### src/rtl/bcd_conv_pkg.sv
// Shared types and sizing helpers for the binary-to-BCD converter.
// Instantiators can size NUM_DIGITS with bcd_digits_for_bits().
package bcd_pkg;

    typedef enum logic [1:0] {
        Idle    = 2'd0,
        Convert = 2'd1,
        Done    = 2'd2
    } t_bcd_conv_state;

    // ceil(bits * log10(2)), with log10(2) approximated as 0.30103
    function automatic int bcd_digits_for_bits(input int bits);
        return (bits * 30103 + 99999) / 100000;
    endfunction

endpackage

### src/rtl/bcd_conv_if.sv
// Producer/consumer bundle for bcd_conv: input word handshake and result handshake.
// A word moves on an edge where in_valid and out_ready_in are both high; a result is
// consumed on an edge where out_valid and in_ready are both high. Valid never waits on ready.
interface bcd_conv_if #(
    parameter int IN_BITS    = 8,
    parameter int NUM_DIGITS = 3
);
    logic                    in_valid;
    logic                    out_ready_in;
    logic [IN_BITS-1:0]      in_num;
    logic                    out_valid;
    logic                    in_ready;
    logic [4*NUM_DIGITS-1:0] out_bcd;
    logic                    out_neg;
    logic                    out_ovf;
    logic [NUM_DIGITS-1:0]   out_digit_en;

    modport master (
        output in_valid, in_num, in_ready,
        input  out_ready_in, out_valid, out_bcd, out_neg, out_ovf, out_digit_en
    );

    modport slave (
        input  in_valid, in_num, in_ready,
        output out_ready_in, out_valid, out_bcd, out_neg, out_ovf, out_digit_en
    );
endinterface

### src/rtl/bcd_conv_digit_adj.sv
// Double-dabble pre-shift correction: every nibble >= 5 gets +3, all nibbles in parallel.
// Adds are nibble-local; an adjusted nibble never exceeds 12, so no carry crosses nibbles.
module bcd_digit_adj #(
    parameter int NUM_DIGITS = 3
) (
    input  logic [4*NUM_DIGITS-1:0] bcd,
    output logic [4*NUM_DIGITS-1:0] adjusted
);
    always_comb begin
        adjusted = bcd;
        for (int i = 0; i < NUM_DIGITS; i++) begin
            if (bcd[4*i +: 4] >= 4'd5) begin
                adjusted[4*i +: 4] = bcd[4*i +: 4] + 4'd3;
            end
        end
    end
endmodule

### src/rtl/bcd_conv.sv
// Sequential binary-to-BCD converter, one input bit per cycle, MSB first.
// Signed inputs are converted as magnitude with a separate sign flag.
module bcd_conv
    import bcd_pkg::*;
#(
    parameter int IN_BITS    = 8,
    parameter int NUM_DIGITS = 3,
    parameter int SIGNED     = 0
) (
    input  logic            in_clk,
    input  logic            in_rst,
    bcd_conv_if.slave       bus,
    output t_bcd_conv_state state
);
    localparam int BW = 4 * NUM_DIGITS;
    localparam int CW = (IN_BITS > 1) ? $clog2(IN_BITS) : 1;
    localparam logic [IN_BITS-1:0] ONE = IN_BITS'(1);

    logic [IN_BITS-1:0] mag;
    logic [CW-1:0]      cnt;
    logic [BW-1:0]      bcd;
    logic [BW-1:0]      adj;
    logic               neg;
    logic               ovf;
    logic               in_is_neg;
    logic [NUM_DIGITS-1:0] digit_en;

    bcd_digit_adj #(.NUM_DIGITS(NUM_DIGITS)) u_adj (
        .bcd      (bcd),
        .adjusted (adj)
    );

    assign in_is_neg = (SIGNED != 0) && bus.in_num[IN_BITS-1];

    always_ff @(posedge in_clk or negedge in_rst) begin
        if (!in_rst) begin
            state <= Idle;
            mag   <= '0;
            cnt   <= '0;
            bcd   <= '0;
            neg   <= 1'b0;
            ovf   <= 1'b0;
        end else begin
            case (state)
                Idle: begin
                    if (bus.in_valid) begin
                        // Negating the most-negative value yields 2^(IN_BITS-1), valid as unsigned
                        mag   <= in_is_neg ? (~bus.in_num + ONE) : bus.in_num;
                        neg   <= in_is_neg;
                        bcd   <= '0;
                        ovf   <= 1'b0;
                        cnt   <= CW'(IN_BITS - 1);
                        state <= Convert;
                    end
                end
                Convert: begin
                    bcd <= {adj[BW-2:0], mag[cnt]};
                    ovf <= ovf | adj[BW-1];
                    if (cnt == '0) begin
                        state <= Done;
                    end else begin
                        cnt <= cnt - CW'(1);
                    end
                end
                Done: begin
                    if (bus.in_ready) begin
                        state <= Idle;
                    end
                end
                default: state <= Idle;
            endcase
        end
    end

    // Prefix-OR from the top digit down; the units digit is always shown
    always_comb begin
        logic seen;
        seen     = 1'b0;
        digit_en = '0;
        for (int i = NUM_DIGITS - 1; i >= 0; i--) begin
            seen        = seen | (bcd[4*i +: 4] != 4'd0);
            digit_en[i] = seen;
        end
        digit_en[0] = 1'b1;
    end

    assign bus.out_ready_in = (state == Idle);
    assign bus.out_valid    = (state == Done);
    assign bus.out_bcd      = bcd;
    assign bus.out_neg      = neg;
    assign bus.out_ovf      = ovf;
    assign bus.out_digit_en = digit_en;
endmodule

### src/flat_wrapper.sv
// flat-port wrapper written by rule: the top's interface ports become plain ports
module bcd_conv_flat import bcd_pkg::*;
#(
    parameter int IN_BITS    = 8,
    parameter int NUM_DIGITS = 3,
    parameter int SIGNED     = 0
)
  (in_clk, in_rst, state, bus_in_valid, bus_in_num, bus_in_ready, bus_out_ready_in, bus_out_valid, bus_out_bcd, bus_out_neg, bus_out_ovf, bus_out_digit_en);
  bcd_conv_if #(.IN_BITS(IN_BITS), .NUM_DIGITS(NUM_DIGITS)) bus_i ();
  input  logic in_clk;
  input  logic in_rst;
  output t_bcd_conv_state state;
  input wire logic [$bits(bus_i.in_valid)-1:0] bus_in_valid;
  input wire logic [$bits(bus_i.in_num)-1:0] bus_in_num;
  input wire logic [$bits(bus_i.in_ready)-1:0] bus_in_ready;
  output wire logic [$bits(bus_i.out_ready_in)-1:0] bus_out_ready_in;
  output wire logic [$bits(bus_i.out_valid)-1:0] bus_out_valid;
  output wire logic [$bits(bus_i.out_bcd)-1:0] bus_out_bcd;
  output wire logic [$bits(bus_i.out_neg)-1:0] bus_out_neg;
  output wire logic [$bits(bus_i.out_ovf)-1:0] bus_out_ovf;
  output wire logic [$bits(bus_i.out_digit_en)-1:0] bus_out_digit_en;
  assign bus_i.in_valid = bus_in_valid;
  assign bus_i.in_num = bus_in_num;
  assign bus_i.in_ready = bus_in_ready;
  assign bus_out_ready_in = bus_i.out_ready_in;
  assign bus_out_valid = bus_i.out_valid;
  assign bus_out_bcd = bus_i.out_bcd;
  assign bus_out_neg = bus_i.out_neg;
  assign bus_out_ovf = bus_i.out_ovf;
  assign bus_out_digit_en = bus_i.out_digit_en;
  bcd_conv #(.IN_BITS(IN_BITS), .NUM_DIGITS(NUM_DIGITS), .SIGNED(SIGNED)) u_core (.in_clk(in_clk), .in_rst(in_rst), .bus(bus_i), .state(state));
endmodule
### config.mk
export PLATFORM = sky130hd
export DESIGN_NAME = bcd_conv_flat
export DESIGN_NICKNAME = d
export VERILOG_FILES = /design/src/rtl/bcd_conv_pkg.sv /design/src/rtl/bcd_conv_if.sv /design/src/rtl/bcd_conv_digit_adj.sv /design/src/rtl/bcd_conv.sv /design/src/flat_wrapper.sv
export SDC_FILE = /design/constraint.sdc
export NUM_CORES = 1
export LEC_CHECK = 0
export ABC_CLOCK_PERIOD_IN_PS = 1600
export BUFFER_PORTS_ARGS = -buffer_cell sky130_fd_sc_hd__buf_2
export CORE_ASPECT_RATIO = 1.1
export CORE_MARGIN = 1.5
export CORE_UTILIZATION = 48
export CTS_CLUSTER_SIZE = 12
export DETAILED_ROUTE_END_ITERATION = 6
export GPL_TIMING_DRIVEN = 0
export PLACE_DENSITY_LB_ADDON = 0.08
export SLEW_MARGIN = 0
export SYNTH_ARGS = -nofsm -noshare
export SYNTH_HDL_FRONTEND = slang
export SYNTH_SLANG_ARGS = --single-unit
### constraint.sdc
create_clock -name in_clk -period 1.6 [get_ports in_clk]
set_clock_uncertainty 0.2 [all_clocks]
set_input_delay 0.16 -clock in_clk [delete_from_list [all_inputs] [get_ports in_clk]]
set_output_delay 0.16 -clock in_clk [all_outputs]
set_load 0.05 [all_outputs]
# == Yosys cells after proc, flatten, opt, wreduce, memory -nomap -nowiden ==
# Index checks and enable logic that the tools add are counted.
# W data, S select, Z words.
# word_totals
input_bits,12
output_inout_bits,21
reg_bits,26
# classes
mux,16
n_reduce_logical,9
magnitude_cmp,4
n_addsub,4
bitwise,2
eq_ne,6
# op_table
op,n
$pmux W12 S2,1
$add A4 B2 Y4 const B,3
$ge A4 B3 Y1 const B,3
$mux W12,1
$mux W4,3
$reduce_bool A4 Y1,2
$mux W2,3
$mux W3,2
$ne A2 B2 Y1 const B,3
$pmux W2 S3,1
$pmux W3 S2,1
$reduce_and A3 Y1,2
$lt A3 B4 Y1 const B,1
$reduce_and A2 Y1,2
$bmux W1 S3,1
$logic_not A3 Y1,1
$sub A3 B1 Y3 const B,1
$eq A2 B1 Y1 const B,1
$eq A2 B2 Y1 const B,1
$logic_not A2 Y1,1
$mux W1,2
$ne A2 B1 Y1 const B,1
$or A1 B1 Y1,2
$pmux W1 S2,1
$reduce_bool A2 Y1,1

# == Logic depth before layout (Yosys ltp) ==
# Gate-level depths: netlist of the first run.
# logic_depth
depth_word,4
ltp_mapped,6
depth_no_buf,6

# == Cells and area by module ==
# From an unflattened synthesis of the first run, not the netlist that was laid out.
# hier_totals
cells_unflattened,159
area_unflattened_um2,1483.9
# by_module_without_submodules
module,cells_per_inst,area_each_um2,n_inst
bcd_conv,111,1179.9,1
bcd_digit_adj,48,304.0,1

# == Worst setup path before layout of the first run ==
# No wires, ideal clock.
# synth_path
kind,flip-flop to flip-flop
from,reg u_core.state[0]
to,reg u_core.mag[0]
stages_incl_launch_ff,5
t_arrival_ps,2083
t_required_ps,1275
path_buffers,1
path_slack_ps,-808
path_cell_list,dfrtp_1 nor2_1 and2_4 buf_6 mux2_4
# synth_between
elab_chain_cells,2
# synth_lines
item,line_no,rtl
"start, declared",bcd_conv.sv:13,output t_bcd_conv_state state
"start signal, assigned",bcd_conv.sv:37,state <= Idle;
"start signal, assigned",bcd_conv.sv:53,state <= Convert;
"start signal, assigned",bcd_conv.sv:60,state <= Done;
$logic_not A2 Y1,--,
via bus_out_ready_in,flat_wrapper.sv:16,output wire logic [$bits(bus_i.out_ready_in)-1:0] bus_out_ready_in;
$reduce_and A2 Y1 (no line),--,
"end signal, assigned",bcd_conv.sv:48,mag <= in_is_neg ? (~bus.in_num + ONE) : bus.in_num;
"end, declared",bcd_conv.sv:19,logic [IN_BITS-1:0] mag;
# The timed path passes the listed nets, and every way through them passes these cells.
# A chain may end at the register's enable or synchronous reset.

# == Worst setup path after layout of the first run ==
# layout_path
from,reg u_core.bcd[9] (netlist: u_core.bus.out_bcd[9])
to,out bus_out_digit_en[1]
# layout_between
elab_chain_cells,2
# layout_lines
item,line_no,rtl
"start, declared",bcd_conv.sv:21,logic [BW-1:0] bcd;
"start signal, assigned",bcd_conv.sv:57,"bcd <= {adj[BW-2:0], mag[cnt]};"
$reduce_bool A4 Y1,bcd_conv.sv:81,seen = seen | (bcd[4*i +: 4] != 4'd0);
$or A1 B1 Y1,bcd_conv.sv:81,
"end, declared",flat_wrapper.sv:21,output wire logic [$bits(bus_i.out_digit_en)-1:0] bus_out_digit_en;
# No other way between the ends.

==> reports/qor.yml, run 1 <==
max_stage_delay_ns: 0.47
setup_viol: 4
cts_tree: "done"
async_flop_share_pct: 100
worstPathArrival_ns: 1.29
synthToLayoutAreaGrowth_pct: 44.7
overflow: 0
yosysSeqAreaShare_pct: 43.8
clock_latency_ns: 0.32
cts_buffers: 3
htreeDepth: 1
num_vias: 1179
core_area_um2: 2850
crit_family: "flip-flops"
n_antenna_cell: 0
hold_viol_final: 0
violations: "setup timing"
io_pins: 33
critPathKind: "reg2out"
slew_viol_final: 0
drv_cap: 0
track_usage_pct: 20.5
avgSynthCellArea_um2: 10.8
antenna_found_initial: 0
yosys_most_used_dff: "dfrtp_1"
viasPerCell: 5.19
die_area_um2: 3430
synth_edf_count: 0
critical_path.startpoint: "u_core.bus.out_bcd[9]"
wl_per_cell_um: 14.7
grt_start_max_net_pins: 27
clockRootBuffer: "clkbuf_4"
path_clk_slew_ns: 0.14
reg2reg_to: "u_core.bus.out_bcd[6]"
worst-path-max-fanout: 4
hp-class: "in2reg"
p_total_mw: 4.82
drt-total-wl_um: 3340
detail_route.first_pass.iterations: 6
cts_max_path_buffers: 2
cp.depth: 4
crit_end: "bus_out_digit_en[1]"
crit_path_top_delay_cell: "dfrtp_2"
first_global_vias: 1205
crit_path_cell_trace: "inv_4 -> ha_4 -> nand4_1 -> buf_6"
leakage_nw: 0.977
ys_ff_latch: 26
n_fill_cell: 214
synthesis.nets: 160
peakVddDrop_mv: 1.58
cp-start-kind: "register"
synth_cell_types: 33
die_width_um: 56.0
rows: 20
maxSlewHeadroom_pct: 61.5
endpoint_kind: "output port"
port_buffers: 30
worstReg2RegStart: "u_core.bus.out_bcd[4]"
drt-initial-drc-count: 29
initial_utilization_pct: 52.0
synth_top_cell_by_area: "dfrtp_1"
die_h_um: 61.3
power_density_nw_per_um2: 2250
r2r_cells: 6
period_needed_ns: 1.65
setup_ws_ns: -0.0468
synth.top_cell.area_share_pct: 43.8
synth_area_leaders: "dfrtp_1, ha_1, mux2_4"
grt_pass1_wl_um: 5350
ant_nets: 0
ys.warnings.count: 0
fmax_ghz: 0.607
place_hpwl_um: 2290
crit_buf_inv: 2
status: "finished with violations"
rsz0062_at_grt: "true"
drc: 0
cts.sinks: 26
fin_nets: 217
netlist_instances: 138
postLayoutCoreUtil_pct: 75.3
tightest_slew_ns: 0.577
cp_data_required_time_ns: 1.24
drive_gt1_share_pct: 56.7
regToRegSetupSlack_ns: -0.03
place_congestion: 0.760
synth_area_um2: 1480
fin_crit_sh_pct: 103
==> through the flow <==
stage          setup slack, ns  TNS (ns)  hold slack, ns  instance area, um^2  cells
2_1_floorplan           -0.229     -2.24          -0.336                 1610    138
3_3_place_gp           -0.0650    -0.136        -0.00825                 1800    201
3_5_place_dp            -0.107    -0.251        -0.00539                 1800    201
4_1_cts                -0.0556    -0.147          0.0413                 2080    225
5_1_grt                 -0.116    -0.369          0.0442                 2150    227
6_report               -0.0468   -0.0921          0.0510                 2150    227
==> worst min-delay path by stage <==
stage,end,cells after the start,start,slack [ns]
final,u_core.state[0],3,bus_in_valid,0.05
after floorplan,u_core.bus.out_bcd[0],0,in_rst,-0.34
after global routing,u_core.state[0],3,bus_in_valid,0.04
after global placement,u_core.bus.out_ovf,1,in_rst,-0.008
after detailed placement,u_core.bus.out_ovf,1,in_rst,-0.005
after CTS,u_core.state[0],3,bus_in_valid,0.04
==> power by group <==
part           internal [mW]  switching, mW
Sequential             0.963          0.326
Combinational           1.44           1.76
Clock                  0.139          0.192
==> cell usage in the layout (no fill, tap or decap), types with 2 or more instances in the layout <==
master         synthesis  layout
a2111oi_0              2       2
a21oi_4                1       4
buf_2                  3      29
buf_4                  2      14
buf_6                  2       5
clkbuf_4               0       3
conb_1                 2       2
dfrtp_1               26      14
dfrtp_2                0      12
dlygate4sd3_1          0      10
ha_2                   0       3
ha_4                   0       6
inv_1                 10       3
inv_2                  0       2
inv_4                  0       5
mux2_4                 7      10
nand2_1               14      14
nand2b_4               0       3
nor2_1                 4       2
nor2b_1                3       2
nor3_1                 5       5
o21ai_1               15      12
o21ai_2                0       3
o31ai_1                2       2
xnor2_1                3       2
xor2_1                 3       3
==> cells in the mapped netlist, drive strengths merged (2+ instances only) <==
library cell   n
a2111oi        2
a21oi          5
buf            7
conb           2
dfrtp         26
ha            10
inv           10
mux2          11
nand2         14
nand2b         4
nor2           4
nor2b          3
nor3           5
o21ai         15
o31ai          2
xnor2          3
xor2           3
==> state kept, by name (all words and copies together) (netlist names) <==
| register | count |
|---|---|
| u_core.bus.out_bcd | 12 |
| u_core.bus.out_ovf | 1 |
| u_core.cnt | 3 |
| u_core.mag | 8 |
| u_core.state | 2 |
==> routing by layer <==
| layer | vias up | wire length, um | global-route usage, % |
|---|---|---|---|
| li1 | 577 | - | - |
| met1 | 572 | 1310 | 21.7 |
| met2 | 26 | 1900 | 41.2 |
| met3 | 4 | 101 | 2.52 |
| met4 | 0 | 31 | 9.18 |
| met5 | - | 0 | 0 |
==> logic make-up (layout without fill, tap and decap cells) <==
kind of cell	Yosys count	count (layout)	share of synthesized area (%)
AO/OA/AOI/OAI	30	30	13.7
XOR/XNOR	6	6	3.54
adder cells (fa/ha/maj)	10	10	8.43
buffers and inverters	18	74	7.25
flip-flops	26	26	43.8
multiplexers	12	12	11.6
other	2	2	0.506
AND/OR/NAND/NOR	34	34	11.1
==> area by class of cell <==
| cell class | instances | area [um^2] | share of cell area [%] |
|---|---|---|---|
| Inverter | 11 | 67.6 | 3.15 |
| Sequential cell | 26 | 666 | 31.0 |
| Clock buffer | 4 | 36.3 | 1.69 |
| Timing Repair Buffer | 52 | 363 | 16.9 |
| Tap cell | 33 | 41.3 | 1.92 |
| Multi-Input combinational cell | 94 | 915 | 42.6 |
| Buffer | 7 | 58.8 | 2.74 |
==> worst register-to-register path, cell delays in order, from the launching register on <==
cell      delay [ns]
dfrtp_2         0.47
inv_4           0.10
ha_4            0.16
nand2b_4        0.06
a21oi_4         0.15
mux2_4          0.32
o21ai_2         0.11
==> repair_timing <==
item | 4_1_cts | 5_1_grt
hold buffers | 10 | 0
hold endpoints to repair | 35 | 0
gates resized for setup | 15 | 13
pin swaps | 6 | 3
setup endpoints to repair | 7 | 12
buffers inserted | 10 | 2
Note: power is estimated with default switching activity, not from simulation.
==> run 2, diff against run 1 <==
--- a/constraint.sdc
+++ b/constraint.sdc
@@ -3,3 +3,3 @@
 set_input_delay 0.16 -clock in_clk [delete_from_list [all_inputs] [get_ports in_clk]]
 set_output_delay 0.16 -clock in_clk [all_outputs]
-set_load 0.05 [all_outputs]
+set_load 0.1 [all_outputs]
==> run 2 against run 1 <==
Compared with the run above: the flow still finishes with violations (setup timing); via count rose by 2.8%; clock-buffer cell count down 1; critical path depth did not move; global-route usage rose by 0.55 points; maximum frequency down 7.1%; utilization up 7.2 points; flip-flop and latch count unchanged; critical path type unchanged; highest routed layer unchanged.
==> reports/qor.yml, run 2 (synthesis results as in run 1) <==
status: "finished with violations"
violations: "setup timing"
drt-initial-drc-count: 16  # -45%
io_pins: 33  # unchanged
hp-start: "bus_in_valid"
clock_latency_ns: 0.32  # about the same
wl_per_cell_um: 14.2  # -3.6%
track_usage_pct: 21.0  # +0.55 points
cp_data_required_time_ns: 1.24  # about the same
hold_path_depth: 4  # +1
hold-worst-slack_ns: 0.0462  # -0.00482 ns
overflow: 0  # unchanged
r2r_cells: 5  # -1
fmax_ghz: 0.564  # -7.1%
port_buffers: 30  # unchanged
num_vias: 1212  # +2.8%
setup_ws_ns: -0.172  # -0.126 ns
cp-start-kind: "register"
first_global_vias: 1252  # +3.9%
setup_viol: 14  # +10
viasPerCell: 5.27  # +1.5%
place_hpwl_um: 2160  # -5.6%
regToRegSetupSlack_ns: -0.08  # -0.05 ns
synthToLayoutAreaGrowth_pct: 58.6
place_congestion: 0.794  # +4.4%
fin_nets: 220  # +1.4%
die_width_um: 56.0  # unchanged
min_to: "u_core.bus.out_bcd[11]"
largest_register_ffs: 12  # unchanged
cts_tree: "done"
path_clk_slew_ns: 0.14  # about the same
fin_crit_sh_pct: 111  # +7.9 points
cts_buffers: 3  # unchanged
tightest_slew_ns: 0.566  # -0.0112 ns
final_common_cell: "buf_4"
reg2reg_to: "u_core.bus.out_bcd[6]"
antenna_found_initial: 0  # unchanged
critPathKind: "reg2out"
die_h_um: 61.3  # unchanged
die_area_um2: 3430  # unchanged
drc: 0  # unchanged
endpoint_kind: "output port"
ant_nets: 0  # unchanged
worst-path-max-fanout: 5  # +1
detail_route.first_pass.iterations: 4  # -2
htreeDepth: 1  # unchanged
clockRootBuffer: "clkbuf_4"
core_area_um2: 2850  # unchanged
most-common-layout-cells: "buf_4, buf_2, nand2_1"
maxSlewHeadroom_pct: 62.3  # +0.74 points
initial_utilization_pct: 52.0  # unchanged
cts_max_path_buffers: 2  # unchanged
drv_cap: 0  # unchanged
rows: 20  # unchanged
period_needed_ns: 1.77  # +0.126 ns
slew_viol_final: 0  # unchanged
rsz0062_at_grt: "true"
grt_pass1_wl_um: 5670  # +5.9%
worstPathArrival_ns: 1.41  # +0.12 ns
hp-class: "in2reg"
hold_viol_final: 0  # unchanged
worstReg2RegStart: "u_core.bus.out_bcd[4]"
grt_start_max_net_pins: 27  # unchanged
drt-total-wl_um: 3260  # -2.3%
n_antenna_cell: 0  # unchanged
drive_gt1_share_pct: 59.4  # +2.7 points
postLayoutCoreUtil_pct: 82.5  # +7.2 points
cts.sinks: 26  # unchanged
[run 2: cell count changes in the layout (fill, tap and decap cells not counted), moves of 3 or more]
cell | before | now
buf_2 | 29 | 14
dfrtp_4 | 0 | 9
clkbuf_4 | 3 | 10
dfrtp_2 | 12 | 5
buf_4 | 14 | 20
buf_12 | 0 | 4
ha_2 | 3 | 0
[run 2: layout make-up]
cell class,instances,area (um^2)
multi-input cells,94,962
well taps,33,41.3
clock inverters,1,30.0
plain buffers,7,63.8
inverters,11,75.1
clock buffers,3,22.5
flip-flops and latches,26,691
fillers,164,499
repair buffers,55,468
[run 2: per-stage QoR]
stage                     cells  TNS [ns]  setup slack, ns  cell area, um^2
after floorplan             138     -8.40           -0.590             1710
after global placement      201    -0.217          -0.0863             1900
after detailed placement    201    -0.284           -0.108             1900
after CTS                   224    -0.691           -0.189             2210
after global routing        230     -1.43           -0.242             2350
final                       230    -0.600           -0.172             2350
[run 2: repair_timing]
| action | CTS | global route |
|---|---|---|
| buffers inserted | 9 | 6 |
| hold endpoints to repair | 35 | 0 |
| hold buffers | 10 | 0 |
| endpoints found under the setup margin | 17 | 29 |
| pin swaps | 7 | 11 |
| gates resized for setup | 27 | 24 |
[run 2: how the worst max path moves through the flow]
stage | from | to | slack (ns)
6_report | u_core.bus.out_bcd[8] | bus_out_digit_en[1] | -0.17
5_1_grt | u_core.bus.out_bcd[8] | bus_out_digit_en[1] | -0.24
4_1_cts | u_core.bus.out_bcd[8] | bus_out_digit_en[1] | -0.19
3_5_place_dp | u_core.bus.out_bcd[4] | u_core.bus.out_bcd[6] | -0.11
3_3_place_gp | u_core.bus.out_bcd[8] | u_core.bus.out_bcd[10] | -0.09
2_1_floorplan | u_core.state[1] | u_core.mag[0] | -0.59
[run 2: worst max-delay path, cell delays in order (launching register included)]
cell	delay [ns]
dfrtp_4	0.55
inv_4	0.10
ha_4	0.13
nand4_1	0.10
buf_6	0.20
[run 2: metal layers]
layer | share of wire (%) | up-vias | GRT usage [%]
met4 | 1.0 | 0 | 5.10
met3 | 2.3 | 4 | 2.52
met5 | 0 | - | 0
li1 | - | 590 | -
met2 | 54 | 21 | 39.7
met1 | 42 | 597 | 26.2
Power of run 2 is not shown: default switching activity piles up to over one toggle a cycle in this logic, so the estimate is an artifact.
